File: src/rtl/uart_cmd_parser_pkg.sv
// Shared constants and types for the UART command parser: frame bytes,
// key bit positions, player IDs and the frame FSM encoding.
package uart_cmd_parser_pkg;
  localparam logic [7:0] HDR_BYTE = 8'hAA;
  localparam logic [7:0] PID_0    = 8'h00;
  localparam logic [7:0] PID_1    = 8'h01;
  localparam int KEY_W     = 5;
  localparam int KEY_UP    = 0;
  localparam int KEY_DOWN  = 1;
  localparam int KEY_LEFT  = 2;
  localparam int KEY_RIGHT = 3;
  localparam int KEY_FIRE  = 4;

  typedef enum logic [1:0] {S_HDR, S_ID, S_KEY, S_SUM} state_e;
endpackage

File: src/rtl/uart_cmd_parser_key_hold_timer.sv
// Per-player key register; keys drop to 0 after HOLD_TO cycles without a fresh
// load. A load in the expiry cycle takes priority and restarts the timer.
module key_hold_timer
  import uart_cmd_parser_pkg::*;
#(
  parameter int HOLD_TO = 20_000_000
) (
  input  logic             clk,
  input  logic             rstn,
  input  logic             load,
  input  logic [KEY_W-1:0] key_in,
  output logic [KEY_W-1:0] key_out
);
  localparam int CW = (HOLD_TO > 1) ? $clog2(HOLD_TO) : 1;
  localparam logic [CW-1:0] LAST = CW'(HOLD_TO - 1);

  logic [CW-1:0] cnt;
  logic          run;

  always_ff @(posedge clk or negedge rstn) begin
    if (!rstn) begin
      key_out <= '0;
      cnt     <= '0;
      run     <= 1'b0;
    end else if (load) begin
      key_out <= key_in;
      cnt     <= '0;
      run     <= 1'b1;
    end else if (run) begin
      if (cnt == LAST) begin
        key_out <= '0;
        run     <= 1'b0;
      end else begin
        cnt <= cnt + 1'b1;
      end
    end
  end
endmodule

File: src/rtl/uart_cmd_parser.sv
// Parses 4-byte AA/ID/KEYS/SUM frames from a UART byte stream into two
// players' held key states, with inter-byte timeout and error counting.
module uart_cmd_parser
  import uart_cmd_parser_pkg::*;
#(
  parameter int INTERBYTE_TO = 1_000_000,
  parameter int HOLD_TO      = 20_000_000
) (
  input  logic             clk,
  input  logic             rstn,
  input  logic [7:0]       rx_data,
  input  logic             rx_valid,
  output logic [KEY_W-1:0] p0_keys,
  output logic [KEY_W-1:0] p1_keys,
  output logic             frame_ok,
  output logic             frame_err,
  output logic [7:0]       err_cnt
);
  localparam int IBW = (INTERBYTE_TO > 1) ? $clog2(INTERBYTE_TO) : 1;
  localparam logic [IBW-1:0] IB_LAST = IBW'(INTERBYTE_TO - 1);

  state_e         state, state_nx;
  logic [7:0]     id_q, key_q;
  logic [IBW-1:0] ib_cnt;
  logic           ib_to;
  logic           ok_d, err_d, ld_id, ld_key, load0, load1;

  assign ib_to = (state != S_HDR) && !rx_valid && (ib_cnt == IB_LAST);

  always_comb begin
    state_nx = state;
    ok_d     = 1'b0;
    err_d    = 1'b0;
    ld_id    = 1'b0;
    ld_key   = 1'b0;
    load0    = 1'b0;
    load1    = 1'b0;
    if (rx_valid) begin
      case (state)
        S_HDR: if (rx_data == HDR_BYTE) state_nx = S_ID;
        S_ID: begin
          if (rx_data == PID_0 || rx_data == PID_1) begin
            ld_id    = 1'b1;
            state_nx = S_KEY;
          end else begin
            err_d    = 1'b1;
            state_nx = S_HDR;
          end
        end
        S_KEY: begin
          ld_key   = 1'b1;
          state_nx = S_SUM;
        end
        S_SUM: begin
          if (rx_data == (id_q ^ key_q) && key_q[7:5] == 3'b000) begin
            ok_d     = 1'b1;
            load0    = (id_q == PID_0);
            load1    = (id_q == PID_1);
            state_nx = S_HDR;
          end else begin
            // a rejected SUM that looks like a header starts the next frame
            err_d    = 1'b1;
            state_nx = (rx_data == HDR_BYTE) ? S_ID : S_HDR;
          end
        end
        default: state_nx = S_HDR;
      endcase
    end else if (ib_to) begin
      err_d    = 1'b1;
      state_nx = S_HDR;
    end
  end

  always_ff @(posedge clk or negedge rstn) begin
    if (!rstn) begin
      state     <= S_HDR;
      id_q      <= '0;
      key_q     <= '0;
      ib_cnt    <= '0;
      frame_ok  <= 1'b0;
      frame_err <= 1'b0;
      err_cnt   <= '0;
    end else begin
      state     <= state_nx;
      frame_ok  <= ok_d;
      frame_err <= err_d;
      if (ld_id)  id_q  <= rx_data;
      if (ld_key) key_q <= rx_data;
      if (rx_valid || state == S_HDR || ib_to) ib_cnt <= '0;
      else                                      ib_cnt <= ib_cnt + 1'b1;
      if (err_d && err_cnt != 8'hFF) err_cnt <= err_cnt + 1'b1;
    end
  end

  key_hold_timer #(.HOLD_TO(HOLD_TO)) u_hold0 (
    .clk(clk), .rstn(rstn), .load(load0), .key_in(key_q[KEY_W-1:0]), .key_out(p0_keys)
  );

  key_hold_timer #(.HOLD_TO(HOLD_TO)) u_hold1 (
    .clk(clk), .rstn(rstn), .load(load1), .key_in(key_q[KEY_W-1:0]), .key_out(p1_keys)
  );
endmodule

File: config.mk
export PLATFORM = sky130hd
export DESIGN_NAME = uart_cmd_parser
export DESIGN_NICKNAME = d
export VERILOG_FILES = /design/src/rtl/uart_cmd_parser_pkg.sv /design/src/rtl/uart_cmd_parser_key_hold_timer.sv /design/src/rtl/uart_cmd_parser.sv
export SDC_FILE = /design/constraint.sdc
export NUM_CORES = 1
export LEC_CHECK = 0
export CAP_MARGIN = 20
export CORE_MARGIN = 1
export CORE_UTILIZATION = 47
export CTS_BUF_LIST = sky130_fd_sc_hd__clkbuf_4 sky130_fd_sc_hd__clkbuf_8
export CTS_CLUSTER_SIZE = 25
export DETAILED_ROUTE_END_ITERATION = 8
export PLACE_DENSITY_LB_ADDON = 0.05
export SYNTH_ARGS = -nofsm -noshare
export SYNTH_HDL_FRONTEND = slang
export SYNTH_SLANG_ARGS = --single-unit
File: constraint.sdc
create_clock -name clk -period 2.4 [get_ports clk]
set_input_delay 0.48 -clock clk [delete_from_list [all_inputs] [get_ports clk]]
set_output_delay 0.48 -clock clk [all_outputs]
set_load 0.05 [all_outputs]
==> flow_summary_export.csv <==
group,metric,value,unit
run_status,outcome,"complete, no violations",
power_and_ir_drop,switching_share,28.4,%
timing,slew_violations,0,
timing,hold_viol,0,
logic_synthesis,netlist_area,0.00551,mm²
critical_path,crit_arrival,2.64,ns
critical_path,path_buf_inv,0,
critical_path,rr_endpoint,"err_cnt[1]$_DFFE_PN0P_",
critical_path,required,2.67,ns
global_routing,grt_pass1_vias,3883,
global_routing,grt_max_degree,61,
logic_synthesis,avgSynthCellArea,9.96,µm²
global_routing,overflow,0,
routing,vias,4107,
finish,antenna_cells,0,
clocking,clockRootBuffer,"clkbuf_8",
timing,period_needed,2.37,ns
power_and_ir_drop,ir_drop,642,µV
timing,finalSetupViolations,0,
timing,slew_headroom,66.2,%
power_and_ir_drop,seqPwrFrac,52.1,%
logic_synthesis,synth-seq-cells,110,
critical_path,crit_start,"ib_cnt[8]$_DFF_PN0_",
critical_path,critPathMaxFanout,6,
place,dp_cells,747,
worst_hold_path,hp-start,"ib_cnt[0]$_DFF_PN0_",
power_and_ir_drop,switching_power,1.16,mW
clocking,clockBufferDepth,2,
timing,fmax,422,MHz
timing,fin_crit_sh,98.7,%
logic_synthesis,ys.flop_type,"dfrtp_1",
finish,layout_commonest_cell,"dfrtp_1",
critical_path,reg2reg_depth,6,
timing,timing.setup.tns,0,ns
critical_path,end_kind,"flip-flop",
logic_synthesis,synth_cell_types,48,
die,dieArea,0.0122,mm²
power_and_ir_drop,internal-power,2.93,mW
place,portBuffers,30,
finish,synthToLayoutAreaGrowth,18.8,%
global_routing,grt_pass1_wl,18600,µm
finish,fin_area,0.00654,mm²
finish,nets,635,
finish,multi_input_area,0.00263,mm²
power_and_ir_drop,p_comb_share,16.8,%
logic_synthesis,synth_edf_count,0,
global_routing,track_usage,20.0,%
critical_path,ff2ff_setup_slack,0.03,ns
critical_path,r2r-start,"ib_cnt[8]$_DFF_PN0_",
power_and_ir_drop,leakagePower,2.76,nW
routing,viasPerCell,5.35,
worst_hold_path,hold_path_end,"ib_cnt[0]$_DFF_PN0_",
critical_path,path_cells,"or4_1, or4_4, a2111oi_4, or3_4, and2_4, mux2_4",
power_and_ir_drop,pwr-share-clk,31.1,%
place,gp_congestion,0.796,
timing,skew,0.00840,ns
logic_synthesis,synth_cells,553,
die,dieWidth,110,µm
global_routing,grt_antenna_before_repair,0,
place,post-dp-hpwl,7720,µm
die,die_h,110,µm
finish,fin_util,57.3,%
clocking,cts_sinks,110,
critical_path,cp_slowest_cell,"or4_1",
routing,antenna_left,0,
routing,wirelength,11000,µm
clocking,htree_num_levels,3,
routing,drc,0,
job,max-cap-violations,0,
logic_synthesis,async_reset_ff_share,100,%
worst_hold_path,hold_depth,1,
logic_synthesis,synth-seq-area-share,50.0,%
place,placed_area,0.00626,mm²
finish,instances_no_fill,768,
die,core_area,0.0114,mm²
routing,drt_iter0_drc,247,
finish,final_cell_mix,"dfrtp_1, nor2_1, nand2_1",
routing,drt-wirelength-per-cell,14.3,µm
clocking,clk-insertion-delay-late,0.38,ns
clocking,cts-buffers-inserted,9,
timing,worstMarginPinSlew,0.508,ns
timing,rsz0062_at_grt,"true",
timing,hold-worst-slack,0.464,ns
logic_synthesis,yosys_warnings,0,
die,fp-row-count,39,
finish,n_fill_cell,999,
die,io_pins,31,
critical_path,worstSetupStartpointType,"flip-flop",
critical_path,cp_slowest_stage_delay,0.51,ns
critical_path,critical_path_class,"flip-flop to flip-flop",
die,start_util,48.2,%
critical_path,crit_family,"simple AND/OR/NAND/NOR gates",
logic_synthesis,synth_nets,568,
clocking,tritoncts,"done",
routing,first_pass_iters,5,
power_and_ir_drop,power_density,625,mW/mm²
worst_hold_path,hold_path_class,"flip-flop to flip-flop",
finish,regArea,0.00275,mm²
clocking,path_clk_slew,0.10,ns
finish,layout-drive-gt1-share,13.9,%
==> routing by layer <==
| metal | GRT usage [%] | part of all wire, % | up-vias |
|---|---|---|---|
| li1 | - | - | 2035 |
| met1 | 27.6 | 49 | 2000 |
| met2 | 31.5 | 47 | 68 |
| met3 | 5.64 | 3.7 | 4 |
| met4 | 4.51 | 0.71 | 0 |
| met5 | 0 | 0 | - |
==> registers in the layout (all words and copies together) (netlist names) <==
register and count:
ib_cnt 20, frame_err 1, u_hold0.run 1, err_cnt 8, key_q 8, u_hold0.key_out 5, u_hold1.key_out 5, id_q 8
state 2, u_hold1.cnt 25, frame_ok 1, u_hold0.cnt 25, u_hold1.run 1
==> Yosys cell counts (2+ instances only) <==
master       n  area, µm²
nand4_1     15       93.8
o21ai_0     17       85.1
clkbuf_1     9       33.8
xnor2_1     39        342
ha_1         4       50.1
dfrtp_1    110       2750
a21oi_1     15       75.1
or3_1       12       75.1
buf_2        3       15.0
nor4_4       2       42.5
or2_2        3       18.8
or4_1        5       37.5
nor4_1       5       31.3
o31ai_1      2       15.0
buf_4        3       22.5
o21ai_1      5       25.0
buf_6        2       22.5
and4_1       4       35.0
nor2_1      77        289
and3_1      13       81.3
xor2_1      22        193
mux2_4       2       30.0
nand4_2      2       25.0
nor3_1      25        125
nand2_1     62        233
xnor3_1      5        113
nand3_1     27        135
mux2i_1      3       30.0
nand4bb_1    2       22.5
nor4b_1      6       52.6
mux2_2      10        113
inv_1       13       48.8
and2_1      14       87.6
==> how the worst max path moves through the flow <==
| stage | endpoint | slack [ns] | depth (start not counted) |
|---|---|---|---|
| 5_1_grt | err_cnt[1]$_DFFE_PN0P_ | -0.01 | 6 |
| 4_1_cts | err_cnt[1]$_DFFE_PN0P_ | -0.08 | 6 |
| 3_3_place_gp | err_cnt[1]$_DFFE_PN0P_ | -0.32 | 8 |
| 2_1_floorplan | err_cnt[1]$_DFFE_PN0P_ | -0.005 | 7 |
| 3_5_place_dp | u_hold0.key_out[0]$_DFFE_PN0P_ | -0.34 | 7 |
| 6_report | err_cnt[1]$_DFFE_PN0P_ | 0.03 | 6 |
==> logic make-up after synthesis <==
family / Yosys count / share of synthesized area, %
AND/OR/NAND/NOR: 282 / 26.5
flip-flops: 110 / 50.0
XOR/XNOR: 66 / 11.7
AO/OA/AOI/OAI: 45 / 4.93
buffers and inverters: 30 / 2.59
multiplexers: 16 / 3.34
adder cells (fa/ha/maj): 4 / 0.909
==> worst reg2reg max path, stage by stage (launching register included) <==
cell and delay [ns]:
dfrtp_1 0.39, or4_1 0.51, or4_4 0.45, a2111oi_4 0.22, or3_4 0.23, and2_4 0.16
mux2_4 0.29
==> cell type report <==
type                       instances  share of cell area (%)
clock buffer                      10                    2.10
clock inverter                     6                    1.43
inverter                          13                   0.746
multi-input combinational        413                    40.2
sequential                       110                    42.1
tap                              143                    2.73
timing repair buffer              73                    10.7
==> through the flow <==
stage / power, mW / setup WS, ns
final: 4.09 / 0.0317
after global routing: 4.29 / -0.0109
after CTS: 4.14 / -0.0763
after detailed placement: 2.84 / -0.344
after global placement: 2.82 / -0.319
after floorplan: 2.56 / -0.00543
==> what timing repair did <==
item                                    CTS  global route
endpoints found under the setup margin    4            29
resized for setup                         1             1
setup buffers                             2             2
hold endpoints to repair                 10             0
pin swaps                                 4             2
hold buffers                              1             0
==> power by group through the flow <==
stage	sequential, mW	combinational (mW)	clock (mW)
after floorplan	2.29	0.268	0
after global placement	2.16	0.659	0
after detailed placement	2.16	0.676	0
after CTS	2.13	0.690	1.32
after global routing	2.16	0.750	1.39
final	2.13	0.686	1.27
Power figures use the tool's default switching activity.
